## config.mk

```make
export PLATFORM = sky130hd
export DESIGN_NAME = letter_scroll_ctrl
export DESIGN_NICKNAME = d
export VERILOG_FILES = /design/src/rtl/letter_scroll_ctrl.sv
export SDC_FILE = /design/constraint.sdc
export NUM_CORES = 1
export LEC_CHECK = 0
export ABC_AREA = 1
export BUFFER_PORTS_ARGS = -buffer_cell sky130_fd_sc_hd__buf_2
export CORE_MARGIN = 8
export CORE_UTILIZATION = 65
export CTS_BUF_LIST = sky130_fd_sc_hd__clkbuf_16
export DETAILED_ROUTE_END_ITERATION = 16
export PLACE_DENSITY = 0.8
export SLEW_MARGIN = 0
export SYNTH_ARGS = -nofsm -noshare
export SYNTH_HDL_FRONTEND = slang
export SYNTH_SLANG_ARGS = --single-unit
```

## constraint.sdc

```tcl
create_clock -name clk -period 6.4 [get_ports clk]
set_input_delay 0.64 -clock clk [delete_from_list [all_inputs] [get_ports clk]]
set_output_delay 0.64 -clock clk [all_outputs]
set_load 0.05 [all_outputs]
```

## src/rtl/letter_scroll_ctrl.sv

```systemverilog
// Scroll sequencer for a multiplexed letter display: buffers letter codes and
// time-multiplexes one seven-segment decoder across NUM_DIG digits, scrolling right-to-left.
module letter_scroll_ctrl #(
    parameter int unsigned NUM_DIG     = 4,
    parameter int unsigned MSG_MAX     = 16,
    parameter int unsigned SCAN_DIV    = 50000,
    parameter int unsigned STEP_FRAMES = 25
) (
    input  logic               clk,
    input  logic               rst_n,
    input  logic               wr_en,
    input  logic [4:0]         wr_data,
    output logic               wr_ready,
    input  logic               clr,
    input  logic               start,
    input  logic               stop,
    output logic               busy,
    output logic [4:0]         letra,
    output logic [NUM_DIG-1:0] dig_en,
    output logic               wrap_pulse
);

    localparam int unsigned LEN_W  = $clog2(MSG_MAX + 1);
    localparam int unsigned ADR_W  = (MSG_MAX > 1) ? $clog2(MSG_MAX) : 1;
    localparam int unsigned OFS_W  = $clog2(MSG_MAX + NUM_DIG);
    localparam int unsigned IDX_W  = OFS_W + 1;
    localparam int unsigned SCAN_W = $clog2(SCAN_DIV);
    localparam int unsigned DIG_W  = $clog2(NUM_DIG);
    localparam int unsigned FRM_W  = (STEP_FRAMES > 1) ? $clog2(STEP_FRAMES) : 1;

    localparam logic [SCAN_W-1:0] SCAN_LAST = SCAN_W'(SCAN_DIV - 1);
    localparam logic [DIG_W-1:0]  DIG_LAST  = DIG_W'(NUM_DIG - 1);
    localparam logic [FRM_W-1:0]  FRM_LAST  = FRM_W'(STEP_FRAMES - 1);

    localparam logic [0:0] IDLE = 1'b0;
    localparam logic [0:0] RUN  = 1'b1;

    logic [0:0]         state_q, state_d;
    logic [LEN_W-1:0]   msg_len_q, msg_len_d;
    logic [SCAN_W-1:0]  scan_q, scan_d;
    logic [DIG_W-1:0]   dig_q, dig_d;
    logic [FRM_W-1:0]   frame_q, frame_d;
    logic [OFS_W-1:0]   offset_q, offset_d;
    logic [4:0]         letra_q, letra_d;
    logic [NUM_DIG-1:0] dig_en_q, dig_en_d;
    logic               wrap_q, wrap_d;
    logic [4:0]         msg_buf [MSG_MAX];

    logic [IDX_W-1:0]   stream_len, idx_sum, idx;
    logic [ADR_W-1:0]   buf_addr;
    logic               wr_fire;

    assign wr_ready   = (state_q == IDLE) && (msg_len_q < LEN_W'(MSG_MAX));
    assign wr_fire    = wr_en && wr_ready && !clr;
    assign busy       = (state_q == RUN);
    assign letra      = letra_q;
    assign dig_en     = dig_en_q;
    assign wrap_pulse = wrap_q;
    assign stream_len = IDX_W'(msg_len_q) + IDX_W'(NUM_DIG);

    always_comb begin
        state_d   = state_q;
        msg_len_d = msg_len_q;
        scan_d    = scan_q;
        dig_d     = dig_q;
        frame_d   = frame_q;
        offset_d  = offset_q;
        wrap_d    = 1'b0;

        if (state_q == IDLE && clr) begin
            msg_len_d = '0;
        end else if (wr_fire) begin
            msg_len_d = msg_len_q + LEN_W'(1);
        end

        if (state_q == IDLE) begin
            if (start && msg_len_q != '0) begin
                state_d = RUN;
            end
            scan_d   = '0;
            dig_d    = '0;
            frame_d  = '0;
            offset_d = '0;
        end else if (stop) begin
            state_d  = IDLE;
            scan_d   = '0;
            dig_d    = '0;
            frame_d  = '0;
            offset_d = '0;
        end else if (scan_q != SCAN_LAST) begin
            scan_d = scan_q + SCAN_W'(1);
        end else begin
            // Cascade: digit -> frame -> scroll offset, each advancing on the wrap of the one below.
            scan_d = '0;
            if (dig_q != DIG_LAST) begin
                dig_d = dig_q + DIG_W'(1);
            end else begin
                dig_d = '0;
                if (frame_q != FRM_LAST) begin
                    frame_d = frame_q + FRM_W'(1);
                end else begin
                    frame_d = '0;
                    if (IDX_W'(offset_q) + IDX_W'(1) == stream_len) begin
                        offset_d = '0;
                        wrap_d   = 1'b1;
                    end else begin
                        offset_d = offset_q + OFS_W'(1);
                    end
                end
            end
        end

        // Outputs are built from the next counter values so letra and dig_en stay coherent.
        idx_sum  = IDX_W'(offset_d) + IDX_W'(dig_d);
        idx      = (idx_sum >= stream_len) ? idx_sum - stream_len : idx_sum;
        buf_addr = ADR_W'(idx - IDX_W'(NUM_DIG));
        letra_d  = '0;
        dig_en_d = '0;
        if (state_d == RUN) begin
            dig_en_d = NUM_DIG'(1) << dig_d;
            if (idx >= IDX_W'(NUM_DIG)) begin
                letra_d = msg_buf[buf_addr];
            end
        end
    end

    always_ff @(posedge clk or negedge rst_n) begin
        if (!rst_n) begin
            state_q   <= IDLE;
            msg_len_q <= '0;
            scan_q    <= '0;
            dig_q     <= '0;
            frame_q   <= '0;
            offset_q  <= '0;
            letra_q   <= '0;
            dig_en_q  <= '0;
            wrap_q    <= 1'b0;
        end else begin
            state_q   <= state_d;
            msg_len_q <= msg_len_d;
            scan_q    <= scan_d;
            dig_q     <= dig_d;
            frame_q   <= frame_d;
            offset_q  <= offset_d;
            letra_q   <= letra_d;
            dig_en_q  <= dig_en_d;
            wrap_q    <= wrap_d;
        end
    end

    always_ff @(posedge clk) begin
        if (wr_fire) begin
            msg_buf[ADR_W'(msg_len_q)] <= wr_data;
        end
    end

endmodule
```

# After elaboration in Yosys (flattened, before gate mapping)
# Memories as Yosys holds them, arrays and structs flattened.
# Cells that the tools add are included.
# op_classes
add_sub_neg	10
n_lt_le_gt_ge	3
n_eq_ne	6
shifts	1
mux	35
bitwise_logic	1
reduce_logical	9
# ops
operator	count
5-bit 2-to-1 mux	15
16-bit 2-to-1 mux	3
16-bit by 1-bit adder with 16-bit output (second input constant)	1
16-bit inequality test (second input constant)	1
5-bit by 1-bit adder with 5-bit output (second input constant)	3
1-bit 2-to-1 mux	11
2-bit 2-to-1 mux	4
5-bit by 1-bit adder with 6-bit output (second input constant)	1
5-bit by 2-bit adder with 6-bit output	1
5-bit by 3-bit adder with 6-bit output (second input constant)	1
6-bit == test	1
6-bit by 3-bit greater-or-equal comparator with 1-bit output (second input constant)	1
6-bit greater-or-equal comparator	1
6-bit 2-to-1 mux	1
3-bit inequality test (second input constant)	2
6-bit subtractor	1
1-bit logical AND	5
5-bit < comparator (second input constant)	1
5-bit inequality test (second input constant)	1
5-bit nonzero test	1
4-bit 2-to-1 mux	1
1-bit by 2-bit << shifter with 4-bit output (first input constant)	1
4-bit by 3-bit subtractor with 4-bit output (second input constant)	1
2-bit by 1-bit adder with 2-bit output (second input constant)	1
other kinds (5)	5
# totals
regBits	44
ramBits	80
inputBits	11
output_inout_bits	12
word_cells	75
n_memories	1
# mem_list
memory	words	width	rd	rd_ports_with_merged_regs	wr	line_no	source
msg_buf	16	5	1	0	1	47	logic [4:0] msg_buf [MSG_MAX];

# Depth between registers and ports, before layout
# Gate-level depths: netlist (run 1).
# An unclocked memory read counts as a cell.
# depth
ltp_word	15
depth_mapped	37
mapped_depth_nobuf	36

# Worst setup path after synthesis (run 1)
# OpenSTA, ideal clock, no wires.
# synth_timing
path_type	reg2reg
startpoint	register state_q, in the netlist busy
endpoint	register letra_q[1], in the netlist letra[1]
setup_ns	0.117
arrival_time_ns	4.397
t_required_ns	6.283
path_slack_ns	1.886
path_stages_with_launch	26
n_path_buf	1
period_less_slack_ns	4.514
cell_sequence	dfrtp_1 -> inv_1 -> nor2_2 -> inv_1 -> a211oi_1 -> ha_1 -> inv_1 -> fa_1 -> inv_1 -> nand3_2 -> o21ai_1 -> nand2_1 -> ha_1 -> nand2_1 -> inv_2 -> nand4_1 -> nand3_2 -> inv_1 -> nand3_2 -> nand2_2 -> buf_6 -> ha_1 -> inv_1 -> nand3_1 -> nand2_1 -> nor2_1
# synth_via
elab_chain_len	8
elab_cells_between_ends	12
cone_classes	add/sub (3); order compare (2); mux (6); memory (1)
# synth_lines
item	line_no	source
from (decl)	38	logic [0:0] state_q, state_d;
from (signal assigned)	139	state_q <= state_d;
2-bit 2-to-1 mux *	76	if (state_q == IDLE) begin
named net dig_d[0]	41	logic [DIG_W-1:0] dig_q, dig_d;
5-bit by 2-bit adder with 6-bit output *	114	idx_sum = IDX_W'(offset_d) + IDX_W'(dig_d);
6-bit subtractor or 6-bit greater-or-equal comparator (tied branches)	115	idx = (idx_sum >= stream_len) ? idx_sum - stream_len : idx_sum;
6-bit 2-to-1 mux *	115	
4-bit by 3-bit subtractor with 4-bit output	116	buf_addr = ADR_W'(idx - IDX_W'(NUM_DIG));
memory read 16 x 5 bit	--	
5-bit 2-to-1 mux *	121	if (idx >= IDX_W'(NUM_DIG)) begin
5-bit 2-to-1 mux *	119	if (state_d == RUN) begin
named net letra_d[1]	44	logic [4:0] letra_q, letra_d;
to (signal assigned)	145	letra_q <= letra_d;
to (decl)	44	
# The timed path passes the listed nets; every way through them passes the cells marked *.
# A chain may end at the register's enable or synchronous reset.

# Worst setup path in the final report (run 1)
# layout_timing
startpoint	register msg_len_q[2]
endpoint	register letra_q[1], in the netlist letra[1]
# layout_via
elab_chain_len	15
elab_cells_between_ends	21
cone_classes	add/sub (4); order compare (2); eq/ne (1); mux (11); reduce/logical (2); memory (1)
# layout_lines
item	line_no	source
from (decl)	39	logic [LEN_W-1:0] msg_len_q, msg_len_d;
from (signal assigned)	140	msg_len_q <= msg_len_d;
5-bit by 3-bit adder with 6-bit output *	59	assign stream_len = IDX_W'(msg_len_q) + IDX_W'(NUM_DIG);
6-bit == test *	103	if (IDX_W'(offset_q) + IDX_W'(1) == stream_len) begin
5-bit 2-to-1 mux *	103	
5-bit 2-to-1 mux *	99	if (frame_q != FRM_LAST) begin
5-bit 2-to-1 mux *	95	if (dig_q != DIG_LAST) begin
5-bit 2-to-1 mux *	90	end else if (scan_q != SCAN_LAST) begin
5-bit 2-to-1 mux *	84	end else if (stop) begin
5-bit 2-to-1 mux *	76	
named net offset_d[0]	43	logic [OFS_W-1:0] offset_q, offset_d;
5-bit by 2-bit adder with 6-bit output *	114	
6-bit subtractor or 6-bit greater-or-equal comparator (tied branches)	115	
6-bit 2-to-1 mux *	115	
4-bit by 3-bit subtractor with 4-bit output	116	
memory read 16 x 5 bit	--	
5-bit 2-to-1 mux *	121	
5-bit 2-to-1 mux *	119	
named net letra_d[1]	44	
# Marks and branches as above.

==> flow_metrics.env, run 1 <==
export IMPL_status="finished, final reports clean"
export IMPL_hold_class="in -> async"
export IMPL_nFillCells=641
export IMPL_cp_slowest_stage_delay_ps=480
export IMPL_grt_usage_pct=23.46
export IMPL_timing_setup_tns_ps=0
export IMPL_power_ir_vdd_worst_mv=0.2433
export IMPL_final_layout_size_suffix_gt1_share_pct=15.19
export IMPL_critical_path_most_common_cell="sky130_fd_sc_hd__nand2_1"
export IMPL_postSynth_topFlopCell="sky130_fd_sc_hd__edfxtp_1"
export IMPL_chipHeight_microns=113.9
export IMPL_synth_most_common_cell="sky130_fd_sc_hd__nand2_1"
export IMPL_postLayoutCoreUtil_pct=76.01
export IMPL_cell_with_the_largest_stage_delay_on_the_worst_path="sky130_fd_sc_hd__dfrtp_1"
export IMPL_first_global_vias=4833
export IMPL_cp_end_kind="flip-flop"
export IMPL_floorplan_core_area_sq_um=9284
export IMPL_clock_tree_buf_depth=2
export IMPL_fmax_mhz=186.6
export IMPL_worst_setup_hold_path_clk_slew_ps=60
export IMPL_power_density_cell_area_nw_per_um2=325.9
export IMPL_layout_cells_non_filler=827
export IMPL_final_critical_path_setup_slack_ps=1041
export IMPL_via_density_per_instance=5.799
export IMPL_grt_ovfl_total=0
export IMPL_num_vias=4796
export IMPL_finalWirelength_mm=14.29
export IMPL_drc_errors=0
export IMPL_critical_path_peak_fanout=12
export IMPL_design_die_area_sq_um=12970
export IMPL_drt_pass1_iterations=5
export IMPL_combinationalPowerShare_pct=17.0
export IMPL_worst_skew_pair_late_latency_ps=420
export IMPL_fin_skew_ps=8.231
export IMPL_p_seq_share_pct=39.7
export IMPL_switchingPower_uw=681.2
export IMPL_start_kind="flip-flop"
export IMPL_synth_yosys_seq_area_share_pct=56.25
export IMPL_worst_ep_required_time_ps=6730
export IMPL_syn_area_sq_um=6228
export IMPL_grt_first_pass_wirelength_mm=23.74
export IMPL_yosysWarningCount=0
export IMPL_power_switching_fraction_pct=29.62
export IMPL_rsz_0062_raised_after_global_routing="false"
export IMPL_setup_viol=0
export IMPL_globalplace_congestion=0.9225
export IMPL_yosysUniqueCellTypes=39
export IMPL_total_power_mw=2.300
export IMPL_slew_viol_final=0
export IMPL_post_synth_mux_area_share_pct=0
export IMPL_grt_max_degree=45
export IMPL_synth_fa_ha_area_share_pct=5.464
export IMPL_place_detailed_instances=795
export IMPL_netlist_top_cell_by_area="sky130_fd_sc_hd__edfxtp_1"
export IMPL_stdcell_area_sq_um=7057
export IMPL_layout_area_overhead_vs_synth_pct=13.30
export IMPL_post_drt_wl_per_cell_microns=17.28
export IMPL_placed_cell_area_sq_um=6442
export IMPL_cts_resized=0
export IMPL_first_iter_violations=402
export IMPL_report_final_hold_viol_count=0
export IMPL_worst_slew_pin_transition_ps=990.7
export IMPL_combinational_family_with_the_most_area_after_synthesis="simple AND/OR/NAND/NOR gates"
export IMPL_antenna_left=0
export IMPL_regToRegEndpoint="letra[1]"
export IMPL_synthArstFlopShare_pct=35.48
export IMPL_synth_top_cells_by_area="sky130_fd_sc_hd__edfxtp_1, sky130_fd_sc_hd__dfrtp_1, sky130_fd_sc_hd__nand2_1"
export IMPL_detailedPlace_worstSlack_ps=1182
export IMPL_synth_edf_count=80
export IMPL_post_synth_top_area_fraction_pct=38.57
export IMPL_numClockSinks=124
export IMPL_htreeDepth=4
export IMPL_post_synth_xor_area_fraction_pct=0.5625
export IMPL_placementRows=35
export IMPL_timing_worst_setup_path_type="reg -> reg"
export IMPL_synth_simple_gate_area_share_pct=24.65
export IMPL_drv_cap=0
export IMPL_area_fraction_in_compound_gates_after_synthesis_pct=7.011
export IMPL_initial_utilization_pct=67.09
export IMPL_floorplan_die_width_microns=113.9
export IMPL_internal_power_component_mw=1.619
export IMPL_syn_nets=695
export IMPL_synth_avg_cell_area_sq_um=9.466
export IMPL_count_of_antenna_diodes_in_the_layout=0
export IMPL_rr_worst_depth=31
export IMPL_reg2reg_setup_slack_ps=1040
export IMPL_cts_buffers_inserted=17
export IMPL_num_nets_final=722
export IMPL_ys_seq_elements=124
export IMPL_postCtsSetupBuffers=0
export IMPL_worst_endpoint_arrival_ps=5690
export IMPL_post_synth_inst_count=658
export IMPL_rr_startpoint="msg_len_q[2]"
export IMPL_maxSlewHeadroom_pct=33.95
export IMPL_tritoncts="done"
export IMPL_total_leakage_power_nw=2.960
export IMPL_post_route_min_period_ps=5359
export IMPL_hold_worst_slack_ps=385.9
export IMPL_final_min_period_over_clock_period_pct=83.74
export IMPL_io_pins=23
export IMPL_numPortBuffers=22
export IMPL_cts_hold_buf=0
export IMPL_p_clk_share_pct=43.3
export IMPL_dp_hpwl_mm=9.561
export IMPL_ctsRootBufferMaster="sky130_fd_sc_hd__clkbuf_16"
export IMPL_synthTopCellsByCount="sky130_fd_sc_hd__nand2_1, sky130_fd_sc_hd__edfxtp_1, sky130_fd_sc_hd__nor2_1"
export IMPL_antenna_found_initial=0
[layout make-up]
class                           count  area, sq um  area share, %
Timing Repair Buffer               25        145.1          2.057
Inverter                           76        285.3          4.043
Clock buffer                       17        425.4          6.028
Multi-Input combinational cell    441         2347          33.26
Sequential cell                   124         3503          49.65
Clock inverter                     15        188.9          2.677
Tap cell                          129        161.4          2.287
[worst max path at each step]
stage / from / end / cells past startpoint
2_1_floorplan: busy / letra[1] / 25
3_3_place_gp: stop / letra[4] / 25
3_5_place_dp: stop / letra[3] / 23
4_1_cts: msg_len_q[2] / letra[3] / 29
5_1_grt: scan_q[0] / letra[4] / 26
6_report: msg_len_q[2] / letra[1] / 31
[state kept, by name, summed over array words and instances, names as in the netlist, 2 cells and up]
name,count
dig_en,4
dig_q,2
frame_q,5
letra,5
msg_buf,80
msg_len_q,5
offset_q,5
scan_q,16
[cell families after synthesis]
kind of cell    after synthesis
compound gates               76
fa+ha+maj                    26
flops                       124
simple gates                335
xor+xnor                      4
buf+inv                      93
[metal layers]
| metal | global-route usage (%) | vias up | wire length (microns) |
|---|---|---|---|
| met5 | 0 | - | 0 |
| met4 | 8.607 | 0 | 214 |
| met3 | 6.075 | 26 | 995 |
| met2 | 37.59 | 201 | 6938 |
| met1 | 30.04 | 2306 | 6141 |
| li1 | - | 2263 | - |
[power by group through the flow]
stage	clock, mW	combinational (mW)	sequential, mW
2_1_floorplan	0	0.244	0.952
3_3_place_gp	0	0.371	0.927
3_5_place_dp	0	0.382	0.926
4_1_cts	1.00	0.386	0.912
5_1_grt	1.04	0.434	0.916
6_report	0.996	0.391	0.912
[layout by cell type (no fill, tap or decap), types with 2 or more instances in the layout]
cell,instances
sky130_fd_sc_hd__nor2_1,75
sky130_fd_sc_hd__a21oi_1,17
sky130_fd_sc_hd__o21ai_1,11
sky130_fd_sc_hd__o21bai_1,2
sky130_fd_sc_hd__bufinv_16,3
sky130_fd_sc_hd__or2_2,12
sky130_fd_sc_hd__inv_2,11
sky130_fd_sc_hd__clkinv_4,2
sky130_fd_sc_hd__nor3_1,7
sky130_fd_sc_hd__nand3_2,6
sky130_fd_sc_hd__fa_1,2
sky130_fd_sc_hd__nand4_1,11
sky130_fd_sc_hd__clkbuf_16,17
sky130_fd_sc_hd__a31oi_1,2
sky130_fd_sc_hd__nand2_1,146
sky130_fd_sc_hd__a221oi_1,2
sky130_fd_sc_hd__buf_4,2
sky130_fd_sc_hd__edfxtp_1,80
sky130_fd_sc_hd__inv_6,4
sky130_fd_sc_hd__dfrtp_1,44
sky130_fd_sc_hd__nand3b_1,6
sky130_fd_sc_hd__nand3_1,52
sky130_fd_sc_hd__nor2_2,6
sky130_fd_sc_hd__clkinvlp_4,4
sky130_fd_sc_hd__a211oi_1,3
sky130_fd_sc_hd__o211ai_1,10
sky130_fd_sc_hd__o21ai_0,27
sky130_fd_sc_hd__buf_2,22
sky130_fd_sc_hd__ha_1,24
sky130_fd_sc_hd__xor2_1,3
sky130_fd_sc_hd__nand2_2,8
sky130_fd_sc_hd__inv_1,64
[worst max-delay path, delay by kind of cell, from the launching register on]
kind                     cells  cell delay (ps)
buffers and inverters        5              410
AND/OR/NAND/NOR             17             2120
adder cells (fa/ha/maj)      5             1430
AO/OA/AOI/OAI                4              820
flip-flops                   1              480
(Power assumes the default switching activity.)
==> inputs of run 2 (changes only) <==
ABC_AREA = 0   (was 1)
CORE_UTILIZATION = 56   (was 65)
PLACE_DENSITY = 0.73   (was 0.8)
clock period = 4.51 ns   (was 6.4 ns; I/O delays follow)
==> flow_metrics.env, run 2 <==
export IMPL_nFillCells=649
export IMPL_switchingPower_uw=824.9
export IMPL_synthArstFlopShare_pct=35.48
export IMPL_yosysWarningCount=0
export IMPL_power_density_cell_area_nw_per_um2=385.6
export IMPL_drt_pass1_iterations=5
export IMPL_maxSlewHeadroom_pct=24.91
export IMPL_drv_cap=0
export IMPL_synth_edf_count=80
export IMPL_postSynth_topFlopCell="sky130_fd_sc_hd__edfxtp_1"
export IMPL_cp_end_kind="flip-flop"
export IMPL_status="complete, but fails checks"
export IMPL_rr_worst_depth=28
export IMPL_synth_top_cells_by_area="sky130_fd_sc_hd__edfxtp_1, sky130_fd_sc_hd__dfrtp_1, sky130_fd_sc_hd__ha_1"
export IMPL_violations="negative setup slack"
export IMPL_ys_seq_elements=124
export IMPL_leading_registers_by_flop_count="msg_buf (80), scan_q (16)"
export IMPL_syn_area_sq_um=6088
export IMPL_cts_buffers_inserted=17
export IMPL_worst_ep_required_time_ps=4860
export IMPL_final_layout_size_suffix_gt1_share_pct=35.72
export IMPL_report_final_hold_viol_count=0
export IMPL_start_kind="flip-flop"
export IMPL_internal_power_component_mw=2.388
export IMPL_worst_endpoint_arrival_ps=5930
export IMPL_yosysUniqueCellTypes=60
export IMPL_ctsRootBufferMaster="sky130_fd_sc_hd__clkbuf_16"
export IMPL_globalplace_congestion=0.8681
export IMPL_first_iter_violations=493
export IMPL_p_seq_share_pct=39.4
export IMPL_cts_hold_buf=0
export IMPL_io_pins=23
export IMPL_final_critical_path_setup_slack_ps=-1074
export IMPL_chipHeight_microns=120.3
export IMPL_htreeDepth=4
export IMPL_largest_register_ffs=80
export IMPL_detailedPlace_worstSlack_ps=-1042
export IMPL_via_density_per_instance=5.957
export IMPL_grt_usage_pct=23.36
export IMPL_design_die_area_sq_um=14460
export IMPL_placementRows=38
export IMPL_fin_skew_ps=15.13
export IMPL_p_clk_share_pct=45.8
export IMPL_grt_max_degree=45
export IMPL_worst_skew_pair_late_latency_ps=420
export IMPL_timing_setup_tns_ps=-5054
export IMPL_clock_tree_buf_depth=2
export IMPL_synth_avg_cell_area_sq_um=11.87
export IMPL_post_drt_wl_per_cell_microns=20.97
export IMPL_total_leakage_power_nw=3.381
export IMPL_postLayoutCoreUtil_pct=77.53
export IMPL_post_synth_inst_count=513
export IMPL_rsz_0062_raised_after_global_routing="true"
export IMPL_drc_errors=0
export IMPL_stdcell_area_sq_um=8330
export IMPL_antenna_left=0
export IMPL_tritoncts="done"
export IMPL_syn_nets=550
export IMPL_num_nets_final=693
export IMPL_combinationalPowerShare_pct=14.7
export IMPL_worst_setup_hold_path_clk_slew_ps=60
export IMPL_fmax_mhz=179.1
export IMPL_grt_first_pass_wirelength_mm=25.99
export IMPL_power_ir_vdd_worst_mv=0.2264
export IMPL_slew_viol_final=0
export IMPL_hold_class="in -> async"
export IMPL_dp_hpwl_mm=10.20
export IMPL_final_common_cell="sky130_fd_sc_hd__buf_4"
export IMPL_synth_most_common_cell="sky130_fd_sc_hd__edfxtp_1"
export IMPL_final_min_period_over_clock_period_pct=123.8
export IMPL_critical_path_peak_fanout=7
export IMPL_cp_slowest_stage_delay_ps=450
export IMPL_finalWirelength_mm=16.97
export IMPL_placed_cell_area_sq_um=7118
export IMPL_numClockSinks=124
export IMPL_final_cell_mix="sky130_fd_sc_hd__buf_4, sky130_fd_sc_hd__edfxtp_1, sky130_fd_sc_hd__nand2_1, sky130_fd_sc_hd__nor2_1, sky130_fd_sc_hd__dfrtp_1"
export IMPL_num_vias=4819
export IMPL_floorplan_core_area_sq_um=10750
export IMPL_synth_yosys_seq_area_share_pct=57.54
export IMPL_cell_with_the_largest_stage_delay_on_the_worst_path="sky130_fd_sc_hd__dfrtp_2"
export IMPL_setup_viol=5
export IMPL_initial_utilization_pct=56.66
export IMPL_count_of_antenna_diodes_in_the_layout=0
export IMPL_netlist_top_cell_by_area="sky130_fd_sc_hd__edfxtp_1"
export IMPL_grt_ovfl_total=0
export IMPL_worst_slew_pin_transition_ps=1126
export IMPL_top_register="msg_buf"
export IMPL_numPortBuffers=22
export IMPL_timing_worst_setup_path_type="reg -> reg"
export IMPL_post_route_min_period_ps=5584
export IMPL_post_synth_top_area_fraction_pct=39.46
export IMPL_antenna_found_initial=0
export IMPL_layout_area_overhead_vs_synth_pct=36.83
export IMPL_first_global_vias=5013
export IMPL_power_switching_fraction_pct=25.68
export IMPL_floorplan_die_width_microns=120.3
export IMPL_synthTopCellsByCount="sky130_fd_sc_hd__edfxtp_1, sky130_fd_sc_hd__nand2_1, sky130_fd_sc_hd__nor2_1"
## run 2: cell types whose count changed in the layout (fill, tap and decap cells not counted), moves of 22 or more
cell,previous run,this run
sky130_fd_sc_hd__nand3_1,52,19
sky130_fd_sc_hd__and3_1,0,22
sky130_fd_sc_hd__inv_1,64,19
sky130_fd_sc_hd__buf_4,2,110
sky130_fd_sc_hd__nor2_1,75,44
sky130_fd_sc_hd__nand2_1,146,51
## run 2: repair_timing
item,4_1_cts,5_1_grt
endpoints found under the setup margin,5,5
pin swaps,8,5
cloned,4,2
resized for setup,27,24
buffers inserted,17,9
## run 2: kinds of logic after synthesis
kind of cell | after synthesis | share of synthesized area, %
adders and majority gates | 26 | 5.590
buffers and inverters | 45 | 3.288
AOI/OAI and AO/OA | 82 | 10.28
DFF | 124 | 57.54
muxes | 28 | 4.932
xor gates and xnor gates | 26 | 3.966
and+or+nand+nor | 182 | 14.41
## run 2: routing by layer
| metal | routed length, microns | track usage [%] |
|---|---|---|
| met4 | 705 | 11.94 |
| met5 | 0 | 0 |
| met2 | 8942 | 41.43 |
| met3 | 1078 | 5.828 |
| met1 | 6239 | 25.54 |
## run 2: path summary, 6_finish.rpt
kind | start | endpoint | slack (ps)
worst min-delay path | rst_n | letra[0] | 220
worst min register to register | scan_q[0] | scan_q[0] | 540
worst max-delay path | msg_len_q[2] | letra[0] | -1070
worst max register to register | msg_len_q[2] | letra[0] | -1070
max in group asynchronous | rst_n | msg_len_q[3] | 3510
min in group clk | clr | msg_len_q[4] | 300
## run 2: power by group through the flow
stage                     Combinational [mW]  Sequential [mW]  Clock (mW)
after floorplan                        0.196             1.33           0
after global placement                 0.417             1.29           0
after detailed placement               0.422             1.29           0
after CTS                              0.449             1.27        1.48
after global routing                   0.504             1.27        1.54
final                                  0.473             1.27        1.47
## run 2: critical path: cells and delay by family, from the launching register on
family | cells | cell delay, ps
simple gates | 7 | 810
mux | 1 | 400
flops | 1 | 450
xor+xnor | 3 | 510
buf+inv | 5 | 590
fa+ha+maj | 4 | 970
compound gates | 8 | 1790
## run 2: stage by stage
stage	cells	power [mW]	hold WS [ps]
2_1_floorplan	513	1.527	155.4
3_3_place_gp	747	1.704	511.6
3_5_place_dp	747	1.711	526.6
4_1_cts	800	3.193	264.3
5_1_grt	809	3.309	285.8
6_report	809	3.212	216.7
## run 2: layout make-up
type / count / area, sq um / area share, %
multi-input combinational: 344 / 2681 / 32.19
inverter: 22 / 82.58 / 0.9913
sequential: 124 / 3506 / 42.08
clock buffer: 17 / 425.4 / 5.107
clock inverter: 15 / 206.4 / 2.478
timing repair buffer: 147 / 1254 / 15.05
tap: 140 / 175.2 / 2.103
==> inputs of run 3 (changes only) <==
MAX_ROUTING_LAYER = met4   (was unset)
==> flow_metrics.env, run 3 (synthesized netlist as in run 2, its figures left out) <==
export IMPL_clock_tree_buf_depth=2
export IMPL_maxSlewHeadroom_pct=27.39
export IMPL_post_route_min_period_ps=5438
export IMPL_grt_usage_pct=21.95
export IMPL_initial_utilization_pct=56.66
export IMPL_worst_slew_pin_transition_ps=1082
export IMPL_dp_hpwl_mm=10.24
export IMPL_first_global_vias=4825
export IMPL_antenna_left=0
export IMPL_floorplan_die_width_microns=120.3
export IMPL_worst_setup_hold_path_clk_slew_ps=60
export IMPL_critical_path_top_delay_family="compound AO/OA/AOI/OAI gates"
export IMPL_final_common_cell="sky130_fd_sc_hd__buf_4"
export IMPL_setup_viol=5
export IMPL_design_die_area_sq_um=14460
export IMPL_numPortBuffers=22
export IMPL_p_clk_share_pct=42.6
export IMPL_cp_slowest_stage_delay_ps=450
export IMPL_rr_worst_depth=29
export IMPL_violations="negative setup slack"
export IMPL_floorplan_core_area_sq_um=10750
export IMPL_cts_hold_buf=0
export IMPL_tritoncts="done"
export IMPL_layout_area_overhead_vs_synth_pct=33.15
export IMPL_count_of_antenna_diodes_in_the_layout=0
export IMPL_rsz_0062_raised_after_global_routing="true"
export IMPL_final_layout_size_suffix_gt1_share_pct=33.59
export IMPL_grt_ovfl_total=0
export IMPL_power_ir_vdd_worst_mv=0.3455
export IMPL_chipHeight_microns=120.3
export IMPL_status="complete, but fails checks"
export IMPL_fmax_mhz=183.9
export IMPL_grt_first_pass_wirelength_mm=23.76
export IMPL_placementRows=38
export IMPL_start_kind="flip-flop"
export IMPL_combinationalPowerShare_pct=15.4
export IMPL_cts_buffers_inserted=17
export IMPL_report_final_hold_viol_count=0
export IMPL_worst_ep_required_time_ps=4860
export IMPL_internal_power_component_mw=2.215
export IMPL_via_density_per_instance=5.823
export IMPL_grt_max_degree=45
export IMPL_first_iter_violations=434
export IMPL_num_vias=4612
export IMPL_drv_cap=0
export IMPL_final_critical_path_setup_slack_ps=-928.1
export IMPL_num_nets_final=676
export IMPL_drc_errors=0
export IMPL_hold_class="in -> async"
export IMPL_power_density_cell_area_nw_per_um2=372.0
export IMPL_leading_registers_by_flop_count="msg_buf (80), scan_q (16)"
export IMPL_antenna_found_initial=0
export IMPL_globalplace_congestion=0.8848
export IMPL_worst_path_buf_inv=5
export IMPL_largest_register_ffs=80
export IMPL_power_switching_fraction_pct=26.53
export IMPL_cp_end_kind="flip-flop"
export IMPL_total_leakage_power_nw=3.263
export IMPL_ctsRootBufferMaster="sky130_fd_sc_hd__clkbuf_16"
export IMPL_cell_with_the_largest_stage_delay_on_the_worst_path="sky130_fd_sc_hd__dfrtp_2"
export IMPL_final_min_period_over_clock_period_pct=120.6
export IMPL_worst_endpoint_arrival_ps=5790
export IMPL_p_seq_share_pct=41.9
export IMPL_detailedPlace_worstSlack_ps=-1094
export IMPL_switchingPower_uw=800.1
export IMPL_numClockSinks=124
export IMPL_timing_critical_path_depth=29
export IMPL_total_power_mw=3.015
export IMPL_htreeDepth=4
export IMPL_drt_pass1_iterations=5
export IMPL_io_pins=23
export IMPL_critical_path_peak_fanout=8
export IMPL_timing_worst_setup_path_type="reg -> reg"
export IMPL_finalWirelength_mm=15.38
export IMPL_top_register="msg_buf"
export IMPL_fin_skew_ps=5.370
export IMPL_post_drt_wl_per_cell_microns=19.42
export IMPL_final_cell_mix="sky130_fd_sc_hd__buf_4, sky130_fd_sc_hd__edfxtp_1, sky130_fd_sc_hd__nand2_1, sky130_fd_sc_hd__nor2_1, sky130_fd_sc_hd__dfrtp_1"
export IMPL_worst_skew_pair_late_latency_ps=420
export IMPL_slew_viol_final=0
==> run 3: changes by cell type in the layout (fill, tap and decap cells not counted), sizes merged <==
cell,delta
clkinvlp,-1
clkinv,+4
buf,-18
bufinv,-3
clkbuf,+1
==> run 3: path summary, 6_finish.rpt <==
path | start | slack [ps] | endpoint
setup / recovery | msg_len_q[2] | -930 | letra[0]
max in group asynchronous | rst_n | 3550 | msg_len_q[2]
setup reg to reg | msg_len_q[2] | -930 | letra[0]
min in group clk | clr | 270 | msg_len_q[4]
hold / removal | rst_n | 210 | letra[0]
hold reg to reg | scan_q[0] | 530 | scan_q[0]
==> run 3: power by group through the flow <==
stage | clock network, mW | logic (mW) | registers [mW]
after global placement | 0 | 0.423 | 1.29
final | 1.29 | 0.465 | 1.26
after CTS | 1.29 | 0.445 | 1.26
after detailed placement | 0 | 0.429 | 1.29
after floorplan | 0 | 0.196 | 1.33
after global routing | 1.34 | 0.493 | 1.27
==> run 3: metrics by stage <==
step                cells  instance area (sq um)  util (%)  hold WS (ps)  setup TNS (ps)
floorplan             513                   6181         -         155.4           -4283
CTS                   788                   7896     73.49         253.9           -4224
global placement      746                   7111     66.17         512.3           -4449
detailed placement    746                   7111     66.17         523.7           -5417
global route          792                   8107     75.44         270.1           -5383
finish                792                   8107     75.44         214.8           -4488
==> run 3: repair_timing <==
| item | 4_1_cts | 5_1_grt |
|---|---|---|
| gates resized for setup | 22 | 27 |
| gates cloned | 2 | 3 |
| buffers inserted | 9 | 1 |
| setup endpoints to repair | 5 | 5 |
| endpoints found under the hold margin | 0 | 0 |
| pin swaps | 5 | 3 |
==> run 3: routing by layer <==
layer / vias to the layer above / part of all wire [%] / wire length [microns] / GRT usage, %
met5: - / 0 / 0 / -
met1: 2261 / 39 / 6009 / 23.22
met2: 160 / 53 / 8161 / 38.14
met4: 0 / 2.2 / 332 / 10.23
met3: 37 / 5.7 / 879 / 5.361
li1: 2154 / - / - / -
==> run 3: cell type report <==
class,count,area (sq um)
flip-flops and latches,124,3505
multi-input cells,344,2689
fillers,695,2639
repair buffers,130,1095
clock buffers,17,425.4
well taps,140,175.2
clock inverters,15,132.6
inverters,22,85.08
